`config.mk`:
```
export PLATFORM = sky130hd
export DESIGN_NAME = uart_frame_rx
export DESIGN_NICKNAME = d
export VERILOG_FILES = /design/src/rtl/uart_frame_rx_pkg.sv /design/src/rtl/uart_frame_rx_buf.sv /design/src/rtl/uart_frame_rx.sv
export SDC_FILE = /design/constraint.sdc
export NUM_CORES = 1
export LEC_CHECK = 0
export CAP_MARGIN = 20
export CELL_PAD_IN_SITES_DETAIL_PLACEMENT = 1
export CELL_PAD_IN_SITES_GLOBAL_PLACEMENT = 1
export CORE_MARGIN = 2
export CORE_UTILIZATION = 50
export CTS_CLUSTER_SIZE = 10
export DETAILED_ROUTE_END_ITERATION = 6
export GPL_ROUTABILITY_DRIVEN = 0
export GPL_TIMING_DRIVEN = 1
export PLACE_DENSITY_LB_ADDON = 0.1
export SYNTH_ARGS = -nofsm -noshare
export SYNTH_HDL_FRONTEND = slang
export SYNTH_SLANG_ARGS = --single-unit
export TNS_END_PERCENT = 10
```
`constraint.sdc`:
```
create_clock -name CLK -period 3.6 [get_ports CLK]
set_input_delay 1.08 -clock CLK [delete_from_list [all_inputs] [get_ports CLK]]
set_output_delay 1.08 -clock CLK [all_outputs]
set_load 0.005 [all_outputs]
```
`src/rtl/uart_frame_rx_pkg.sv`:
```
// Shared definitions for the UART receive frame parser: state encoding,
// abort reason codes and byte-fetch pacing.
package uart_frame_rx_pkg;

    typedef enum logic [2:0] {
        ST_HUNT,
        ST_LEN,
        ST_PAYLOAD,
        ST_CHK,
        ST_DRAIN
    } state_t;

    localparam logic [2:0] ERR_LEN  = 3'd1;
    localparam logic [2:0] ERR_CSUM = 3'd2;
    localparam logic [2:0] ERR_LINE = 3'd3;
    localparam logic [2:0] ERR_TMO  = 3'd4;
    localparam logic [2:0] ERR_OVF  = 3'd5;

    localparam int unsigned GUARD_CYC = 3;

    function automatic int unsigned ptr_width(input int unsigned depth);
        return (depth > 1) ? $clog2(depth) : 1;
    endfunction

endpackage

```
`src/rtl/uart_frame_rx_buf.sv`:
```
// Payload store for one frame: synchronous write, combinational read.
module uart_frame_buf #(
    parameter int unsigned DEPTH = 16,
    parameter int unsigned PTR_W = 4
) (
    input  logic             CLK,
    input  logic             wr_en,
    input  logic [PTR_W-1:0] wr_addr,
    input  logic [7:0]       wr_data,
    input  logic [PTR_W-1:0] rd_addr,
    output logic [7:0]       rd_data
);

    logic [7:0] mem [DEPTH];

    always_ff @(posedge CLK) begin
        if (wr_en) begin
            mem[wr_addr] <= wr_data;
        end
    end

    assign rd_data = mem[rd_addr];

endmodule

```
`src/rtl/uart_frame_rx.sv`:
```
// Frame parser draining the UART receive register: hunts SOF, checks length
// and checksum, buffers the payload and streams it out with valid/ready.
module uart_frame_rx
    import uart_frame_rx_pkg::*;
#(
    parameter int unsigned MAX_LEN     = 16,
    parameter logic [7:0]  SOF         = 8'h7E,
    parameter int unsigned TIMEOUT_CYC = 100000
) (
    input  logic       CLK,
    input  logic       RESET_N,
    input  logic       RXRDY,
    input  logic [7:0] UART_DATA,
    input  logic       PARITY_ERR,
    input  logic       FRAMING_ERR,
    input  logic       OVERFLOW,
    output logic       CSN,
    output logic       OEN,
    output logic       m_valid,
    input  logic       m_ready,
    output logic [7:0] m_data,
    output logic       m_last,
    output logic       frame_ok,
    output logic       frame_err,
    output logic [2:0] err_code
);

    localparam int unsigned PTR_W   = ptr_width(MAX_LEN);
    localparam int unsigned GUARD_W = $clog2(GUARD_CYC + 1);
    localparam logic [7:0]  LEN_MAX = 8'(MAX_LEN);
    localparam logic [31:0] TMO_LAST = 32'(TIMEOUT_CYC - 1);

    state_t             state, state_nxt;
    logic               rd_stb;
    logic [GUARD_W-1:0] guard_cnt;
    logic               fetch_go;
    logic               fetch_state, mid_state;
    logic               line_err;
    logic [31:0]        tmo_cnt;
    logic               tmo_hit;
    logic [7:0]         acc, acc_nxt;
    logic [7:0]         sum;
    logic [7:0]         cnt, cnt_nxt;
    logic [7:0]         len_q, len_nxt;
    logic [PTR_W-1:0]   wr_ptr, wr_ptr_nxt;
    logic [PTR_W-1:0]   rd_ptr, rd_ptr_nxt;
    logic               buf_we;
    logic [7:0]         buf_rd_data;
    logic               out_en, out_en_nxt;
    logic               ok_nxt, ferr_nxt;
    logic [2:0]         code_nxt;

    assign fetch_state = (state != ST_DRAIN);
    assign mid_state   = (state == ST_LEN) || (state == ST_PAYLOAD) || (state == ST_CHK);
    assign line_err    = PARITY_ERR | FRAMING_ERR;
    assign sum         = acc + UART_DATA;

    // Strobe is registered; guard loaded on the strobe cycle gives a 4-cycle fetch period.
    assign fetch_go = fetch_state && RXRDY && !rd_stb && (guard_cnt == '0);
    assign CSN      = !rd_stb;
    assign OEN      = !rd_stb;

    always_ff @(posedge CLK or negedge RESET_N) begin
        if (!RESET_N) begin
            rd_stb    <= 1'b0;
            guard_cnt <= '0;
        end else begin
            rd_stb <= fetch_go;
            if (fetch_go) begin
                guard_cnt <= GUARD_W'(GUARD_CYC);
            end else if (guard_cnt != '0) begin
                guard_cnt <= guard_cnt - GUARD_W'(1);
            end
        end
    end

    always_ff @(posedge CLK or negedge RESET_N) begin
        if (!RESET_N) begin
            tmo_cnt <= '0;
        end else if (rd_stb || !mid_state) begin
            tmo_cnt <= '0;
        end else begin
            tmo_cnt <= tmo_cnt + 32'd1;
        end
    end

    assign tmo_hit = (TIMEOUT_CYC != 0) && mid_state && (tmo_cnt == TMO_LAST);

    assign m_valid = (state == ST_DRAIN) && out_en;
    assign m_last  = m_valid && (8'(rd_ptr) == (len_q - 8'd1));
    assign m_data  = m_valid ? buf_rd_data : '0;

    always_comb begin
        state_nxt  = state;
        acc_nxt    = acc;
        cnt_nxt    = cnt;
        len_nxt    = len_q;
        wr_ptr_nxt = wr_ptr;
        rd_ptr_nxt = rd_ptr;
        buf_we     = 1'b0;
        out_en_nxt = 1'b0;
        ok_nxt     = 1'b0;
        ferr_nxt   = 1'b0;
        code_nxt   = err_code;

        case (state)
            ST_HUNT: begin
                if (rd_stb && !line_err && (UART_DATA == SOF)) begin
                    state_nxt  = ST_LEN;
                    acc_nxt    = '0;
                    wr_ptr_nxt = '0;
                    rd_ptr_nxt = '0;
                end
            end
            ST_LEN, ST_PAYLOAD, ST_CHK: begin
                if (rd_stb) begin
                    if (line_err) begin
                        state_nxt = ST_HUNT;
                        ferr_nxt  = 1'b1;
                        code_nxt  = ERR_LINE;
                    end else if (OVERFLOW) begin
                        state_nxt = ST_HUNT;
                        ferr_nxt  = 1'b1;
                        code_nxt  = ERR_OVF;
                    end else if (state == ST_LEN) begin
                        if ((UART_DATA == 8'd0) || (UART_DATA > LEN_MAX)) begin
                            state_nxt = ST_HUNT;
                            ferr_nxt  = 1'b1;
                            code_nxt  = ERR_LEN;
                        end else begin
                            state_nxt = ST_PAYLOAD;
                            acc_nxt   = sum;
                            cnt_nxt   = UART_DATA;
                            len_nxt   = UART_DATA;
                        end
                    end else if (state == ST_PAYLOAD) begin
                        buf_we     = 1'b1;
                        wr_ptr_nxt = wr_ptr + PTR_W'(1);
                        acc_nxt    = sum;
                        cnt_nxt    = cnt - 8'd1;
                        if (cnt == 8'd1) begin
                            state_nxt = ST_CHK;
                        end
                    end else begin
                        if (sum == 8'd0) begin
                            state_nxt = ST_DRAIN;
                            ok_nxt    = 1'b1;
                        end else begin
                            state_nxt = ST_HUNT;
                            ferr_nxt  = 1'b1;
                            code_nxt  = ERR_CSUM;
                        end
                    end
                end else if (tmo_hit) begin
                    state_nxt = ST_HUNT;
                    ferr_nxt  = 1'b1;
                    code_nxt  = ERR_TMO;
                end
            end
            ST_DRAIN: begin
                out_en_nxt = 1'b1;
                if (m_valid && m_ready) begin
                    rd_ptr_nxt = rd_ptr + PTR_W'(1);
                    if (m_last) begin
                        state_nxt  = ST_HUNT;
                        out_en_nxt = 1'b0;
                    end
                end
            end
            default: state_nxt = ST_HUNT;
        endcase
    end

    always_ff @(posedge CLK or negedge RESET_N) begin
        if (!RESET_N) begin
            state     <= ST_HUNT;
            acc       <= '0;
            cnt       <= '0;
            len_q     <= '0;
            wr_ptr    <= '0;
            rd_ptr    <= '0;
            out_en    <= 1'b0;
            frame_ok  <= 1'b0;
            frame_err <= 1'b0;
            err_code  <= '0;
        end else begin
            state     <= state_nxt;
            acc       <= acc_nxt;
            cnt       <= cnt_nxt;
            len_q     <= len_nxt;
            wr_ptr    <= wr_ptr_nxt;
            rd_ptr    <= rd_ptr_nxt;
            out_en    <= out_en_nxt;
            frame_ok  <= ok_nxt;
            frame_err <= ferr_nxt;
            err_code  <= code_nxt;
        end
    end

    uart_frame_buf #(
        .DEPTH (MAX_LEN),
        .PTR_W (PTR_W)
    ) u_buf (
        .CLK     (CLK),
        .wr_en   (buf_we),
        .wr_addr (wr_ptr),
        .wr_data (UART_DATA),
        .rd_addr (rd_ptr),
        .rd_data (buf_rd_data)
    );

endmodule

```
* Yosys cells after proc, flatten, opt, wreduce, memory -nomap -nowiden *
Memories as Yosys holds them, arrays and structs flattened.
Index checks and enable logic that the tools add are counted.

word-level totals
  register bits after elaboration = 76
  memory bits (writable) = 128
  output and inout bits = 17
  memories = 1

memories
  memory     words  bits a word  read ports  clocked after memory_dff  wr ports  line                     source
  u_buf.mem  16     8            1           0                         1         uart_frame_rx_buf.sv:14  logic [7:0] mem [DEPTH];

operators by class
  add/sub/neg operators = 7
  order comparisons = 1
  equality and inequality tests = 25
  muxes and demuxes = 72
  bitwise gates (word level) = 4
  reductions and logical operators = 34

operators with widths
  kind                     count
  $mux W8                  11
  $mux W3                  19
  $add A32 B1 Y32 const B  1
  $eq A32 B17 Y1 const B   1
  $mux W32                 1
  $mux W4                  7
  $mux W1                  27
  $logic_not A8 Y1         2
  $ne A2 B2 Y1 const B     8
  $pmux W4 S2              2
  $pmux W8 S2              1
  $sub A8 B1 Y8 const B    2
  $reduce_and A7 Y1        2
  $ne A3 B3 Y1 const B     4
  $reduce_and A6 Y1        2
  $reduce_bool A2 Y1       6
  $ne A5 B5 Y1 const B     2
  $reduce_and A5 Y1        2
  $logic_and A1 B1 Y1      9
  $pmux W3 S3              1
  $add A4 B1 Y4 const B    2
  $add A8 B8 Y8            1
  $eq A4 B8 Y1             1
  $eq A8 B1 Y1 const B     1
  other kinds (18)         28

* Longest topological paths before layout *
  depth after elaboration = 9
  depth in mapped cells = 9
  gate-level depth less buffers = 9

* Hierarchy *
A second synthesis with hierarchy kept.

second synthesis, totals
  cell total of the unflattened synthesis = 700
  area total of the unflattened synthesis = 9,252.6 sq um

by module, submodules not included
  module          instances  cells each  area an instance (sq um)
  uart_frame_buf  1          221         4,987.3
  uart_frame_rx   1          479         4,265.3

* Worst setup path before layout *
No wires, ideal clock.

  kind = input port to flip-flop
  from = input port FRAMING_ERR
  to = memory u_buf.mem[0][0], enable pin
  arrival time = 2.699 ns
  required time = 3.205 ns
  setup slack = 0.507 ns
  stages on the path = 4
  buffers on the path = 0
  cells stage by stage = nor2_1 nand3_1 or4_1 nor4_1

on the way
  cells in the longest elaborated chain, start to end = 6

RTL lines
  what                           line                     source
  start: declaration             uart_frame_rx.sv:15      input logic FRAMING_ERR,
  $or A1 B1 Y1                   uart_frame_rx.sv:55      assign line_err = PARITY_ERR | FRAMING_ERR;
  $mux W1                        uart_frame_rx.sv:117     if (line_err) begin
  $mux W1                        uart_frame_rx.sv:116     if (rd_stb) begin
  $mux W1                        uart_frame_rx.sv:106     case (state)
  $mux W1                        uart_frame_rx_buf.sv:17  if (wr_en) begin
  $mux W1 (implied by the code)  uart_frame_rx_buf.sv:18  mem[wr_addr] <= wr_data;
  end: declaration               uart_frame_rx_buf.sv:14

No other way between the ends.

* Worst setup path after layout *
  from = register rd_ptr[0]
  to = output port m_data[1]

on the way
  cells in the longest elaborated chain, start to end = 2

RTL lines
  what                      line                  source
  start: declaration        uart_frame_rx.sv:46   logic [PTR_W-1:0] rd_ptr, rd_ptr_nxt;
  start signal: assignment  uart_frame_rx.sv:192  rd_ptr <= rd_ptr_nxt;
  $mem_v2 Z16 W8            --
  $mux W8                   uart_frame_rx.sv:91   assign m_data = m_valid ? buf_rd_data : '0;
  end: declaration          uart_frame_rx.sv:21   output logic [7:0] m_data,

No other way between the ends.

==> flow_metrics.tcl <==
set metrics [dict create \
    final.setup.tns_ns -0.135 \
    placed_area_sq_um 10400 \
    clock_skew_ns 0.0218 \
    synth_xor_area_share_pct 3.14 \
    max_freq_mhz 275 \
    drtIter0Drc 301 \
    violations "negative setup slack" \
    route.detailed.drc 0 \
    worst_pin_slew_ns 0.721 \
    worstPathArrival_ns 2.56 \
    cts_tree "built" \
    cts_buffers 24 \
    stdcell_area_sq_um 11300 \
    power_frac_comb_pct 19.1 \
    synth_top_area_share_pct 40.7 \
    coreArea_sq_um 18600 \
    internal_power_mw 4.28 \
    crit_chain "buf_12, buf_12, buf_16, mux4_2, mux4_2, nor2b_1, buf_2" \
    io_pins 32 \
    r2r-end "err_code[0]$_DFFE_PN0P_" \
    root_buffer "clkbuf_16" \
    n_antenna_cell 0 \
    pwr-share-clk_pct 35.5 \
    cp_data_required_time_ns 2.52 \
    max-slew-margin-rel_pct 52.0 \
    fin_hold_ws_ns 0.481 \
    muxShareOfSynthArea_pct 10.7 \
    r2r-start "acc[0]$_DFFE_PN0P_" \
    p_sw_share_pct 28.0 \
    initial_core_util_pct 50.6 \
    firstDrtPassIters 5 \
    reg2reg_depth 10 \
    synth.area.top_cells "edfxtp_1, dfrtp_1, mux4_2" \
    grt_pass1_wl_um 39300 \
    p_leak_nw 4.26 \
    grt_overflow 0 \
    crit_fanout 4 \
    grt_setup_unrepaired "true" \
    area_delta_synth_final_pct 20.0 \
    wl_per_cell_um 23.7 \
    ys_types 70 \
    synth.net_count 732 \
    cp_slowest_cell "mux4_2" \
    synth_edf_count 128 \
    chipWidth_um 141 \
    die_area_sq_um 20000 \
    drt_wl_total_um 25000 \
    seqPwrFrac_pct 45.5 \
    synth_seq_cells 204 \
    setup_ws_ns -0.0421 \
    final-setup-viol-count 5 \
    total_power_mw 5.94 \
    p_sw_mw 1.66 \
    critPathCaptureType "output pin" \
    grt_pass1_vias 6874 \
    syn_area_per_cell_sq_um 13.5 \
    groute.usage.overall_pct 26.0 \
    clk-insertion-delay-late_ns 0.51 \
    drt-vias-per-instance 5.96 \
    dieHeight_um 141 \
    cts_buffer_depth 3 \
    status "complete, but fails checks" \
    critPathMaxStageDelay_ns 0.51 \
    n_fill_cell 1842 \
    grt_max_degree 38 \
    cts_sinks 204 \
    p_per_area_nw_per_um2 525 \
    portBuffers 31 \
    antenna_found_initial 0 \
    cts_hold_buf 0 \
    holdPathStages 2 \
    synth-seq-area-share_pct 60.9 \
    hold_viol 0 \
    hp-start "acc[5]$_DFFE_PN0P_" \
    drive_above_1_share_pct 23.0 \
    max_cap_violations 0 \
    yosysTopAreaCell "edfxtp_1" \
    synth_warnings 0 \
    ff2ff_setup_slack_ns 0.99 \
    synth_simple_gate_area_share_pct 12.9 \
    htreeDepth 1 \
    synth_top_family_by_area "simple AND/OR/NAND/NOR gates" \
    period_minus_slack_ns 3.64 \
    async_flop_share_pct 37.3 \
    cts.clk_slew.worst_paths_ns 0.06 \
    cp-start-kind "register" \
    synth_cells 699 \
    fin_crit_sh_pct 101 \
    synth_compound_area_share_pct 7.23 \
    hold_end "acc[5]$_DFFE_PN0P_" \
    hold_class "register to register" \
    drtAntennaViolNets 0 \
    num-nets-final 840 \
    num_vias 6275 \
    ir_drop_mv 0.279 \
    synth_ff_type "edfxtp_1" \
    synth_area_sq_um 9440 \
    path_class "register to output pin" \
    synth-adder-area-share_pct 2.47 \
    rows 50 \
    place_hpwl_um 17000 \
    final-max-slew-violation-count 0 \
]
==> per-layer routing <==
metal  part of all wire [%]  vias up  track usage, %
li1                       -     2844               -
met5                      0        -               0
met3                    3.9       50            3.44
met1                     40     3230            32.7
met4                    3.2        0            8.95
met2                     53      151            46.6
==> through the flow <==
| stage | cells | util [%] | setup slack, ns |
|---|---|---|---|
| after floorplan | 699 | - | 0.507 |
| after global placement | 1003 | 56.0 | -0.213 |
| after detailed placement | 1003 | 56.0 | -0.364 |
| after CTS | 1051 | 60.6 | -0.0659 |
| after global routing | 1053 | 60.7 | -0.105 |
| final | 1053 | 60.7 | -0.0421 |
==> kinds of logic after synthesis <==
logic type | after synthesis
DFF | 204
muxes | 49
buffers and inverters | 57
AOI/OAI and AO/OA | 103
xor gates and xnor gates | 33
adders and majority gates | 18
and+or+nand+nor | 235
==> what timing repair did <==
item	CTS	global route
hold endpoints to repair	0	0
gates resized for setup	44	5
gates cloned	3	0
pin swaps	1	2
setup endpoints to repair	9	10
setup buffers	8	2
==> final cells by class <==
type | count | area, sq um | area share, %
multi-input combinational | 438 | 3480 | 30.8
timing repair buffer | 110 | 1030 | 9.06
sequential | 204 | 5750 | 50.8
tap | 234 | 293 | 2.59
clock inverter | 2 | 20.0 | 0.177
inverter | 29 | 109 | 0.961
clock buffer | 36 | 646 | 5.70
==> cells in the mapped netlist (all sizes together), types with 12 or more instances <==
master and count:
edfxtp 128, dfrtp 76, nor2 65, nand2 49
mux4 40, o21ai 32, inv 29, a21oi 27
nand3 20, buf 18, ha 17, nor4 17
xnor2 17, xor2 16, nor3 15, nor2b 12
==> flip-flops by register name (all words and copies together), names as in the netlist, 3 cells and up <==
name       flops
tmo_cnt       32
state          3
wr_ptr         4
err_code       3
acc            8
u_buf.mem    128
len_q          8
rd_ptr         4
cnt            8
==> worst max path at each step <==
stage / start / endpoint / slack, ns / cells after the start
2_1_floorplan: FRAMING_ERR / u_buf.mem[0][0]$_DFFE_PP_ / 0.51 / 4
3_3_place_gp: UART_DATA[0] / err_code[0]$_DFFE_PN0P_ / -0.21 / 11
3_5_place_dp: UART_DATA[0] / err_code[2]$_DFFE_PN0P_ / -0.36 / 11
4_1_cts: rd_ptr[0]$_DFFE_PN0P_ / m_data[1] / -0.07 / 7
5_1_grt: rd_ptr[0]$_DFFE_PN0P_ / m_data[1] / -0.11 / 7
6_report: rd_ptr[0]$_DFFE_PN0P_ / m_data[1] / -0.04 / 7
==> cells in the final DEF (no fill, tap or decap), types with 4 or more instances in the layout <==
master	instances
edfxtp_1	128
dfrtp_1	75
buf_4	68
nor2_1	64
nand2_1	49
mux4_2	40
inv_1	29
o21ai_0	28
a21oi_1	27
clkbuf_16	24
clkdlybuf4s50_1	21
nand3_1	19
xnor2_1	17
ha_1	17
xor2_1	15
nor3_1	14
clkbuf_1	12
nor4_1	11
or3_1	10
nor2b_1	9
nand4_1	8
nor4_2	6
and2_1	6
nand2b_1	6
buf_12	6
a21o_1	5
and3_1	5
a22o_1	5
o31ai_1	5
and4_1	4
mux2_2	4
buf_2	4
==> critical path: cells and delay by family (launching register included) <==
kind / cells / cell delay, ns
multiplexers: 2 / 0.99
buffers and inverters: 4 / 0.49
flip-flops: 1 / 0.41
AND/OR/NAND/NOR: 1 / 0.15
==> power groups by stage <==
stage          registers, mW  logic, mW  clock network, mW
5_1_grt                 2.72       1.26               2.24
6_report                2.70       1.13               2.11
3_5_place_dp            2.74       1.12                  0
2_1_floorplan           2.71      0.701                  0
4_1_cts                 2.70       1.13               2.16
3_3_place_gp            2.74       1.07                  0
No activity file was read; power rests on OpenSTA's default activity.
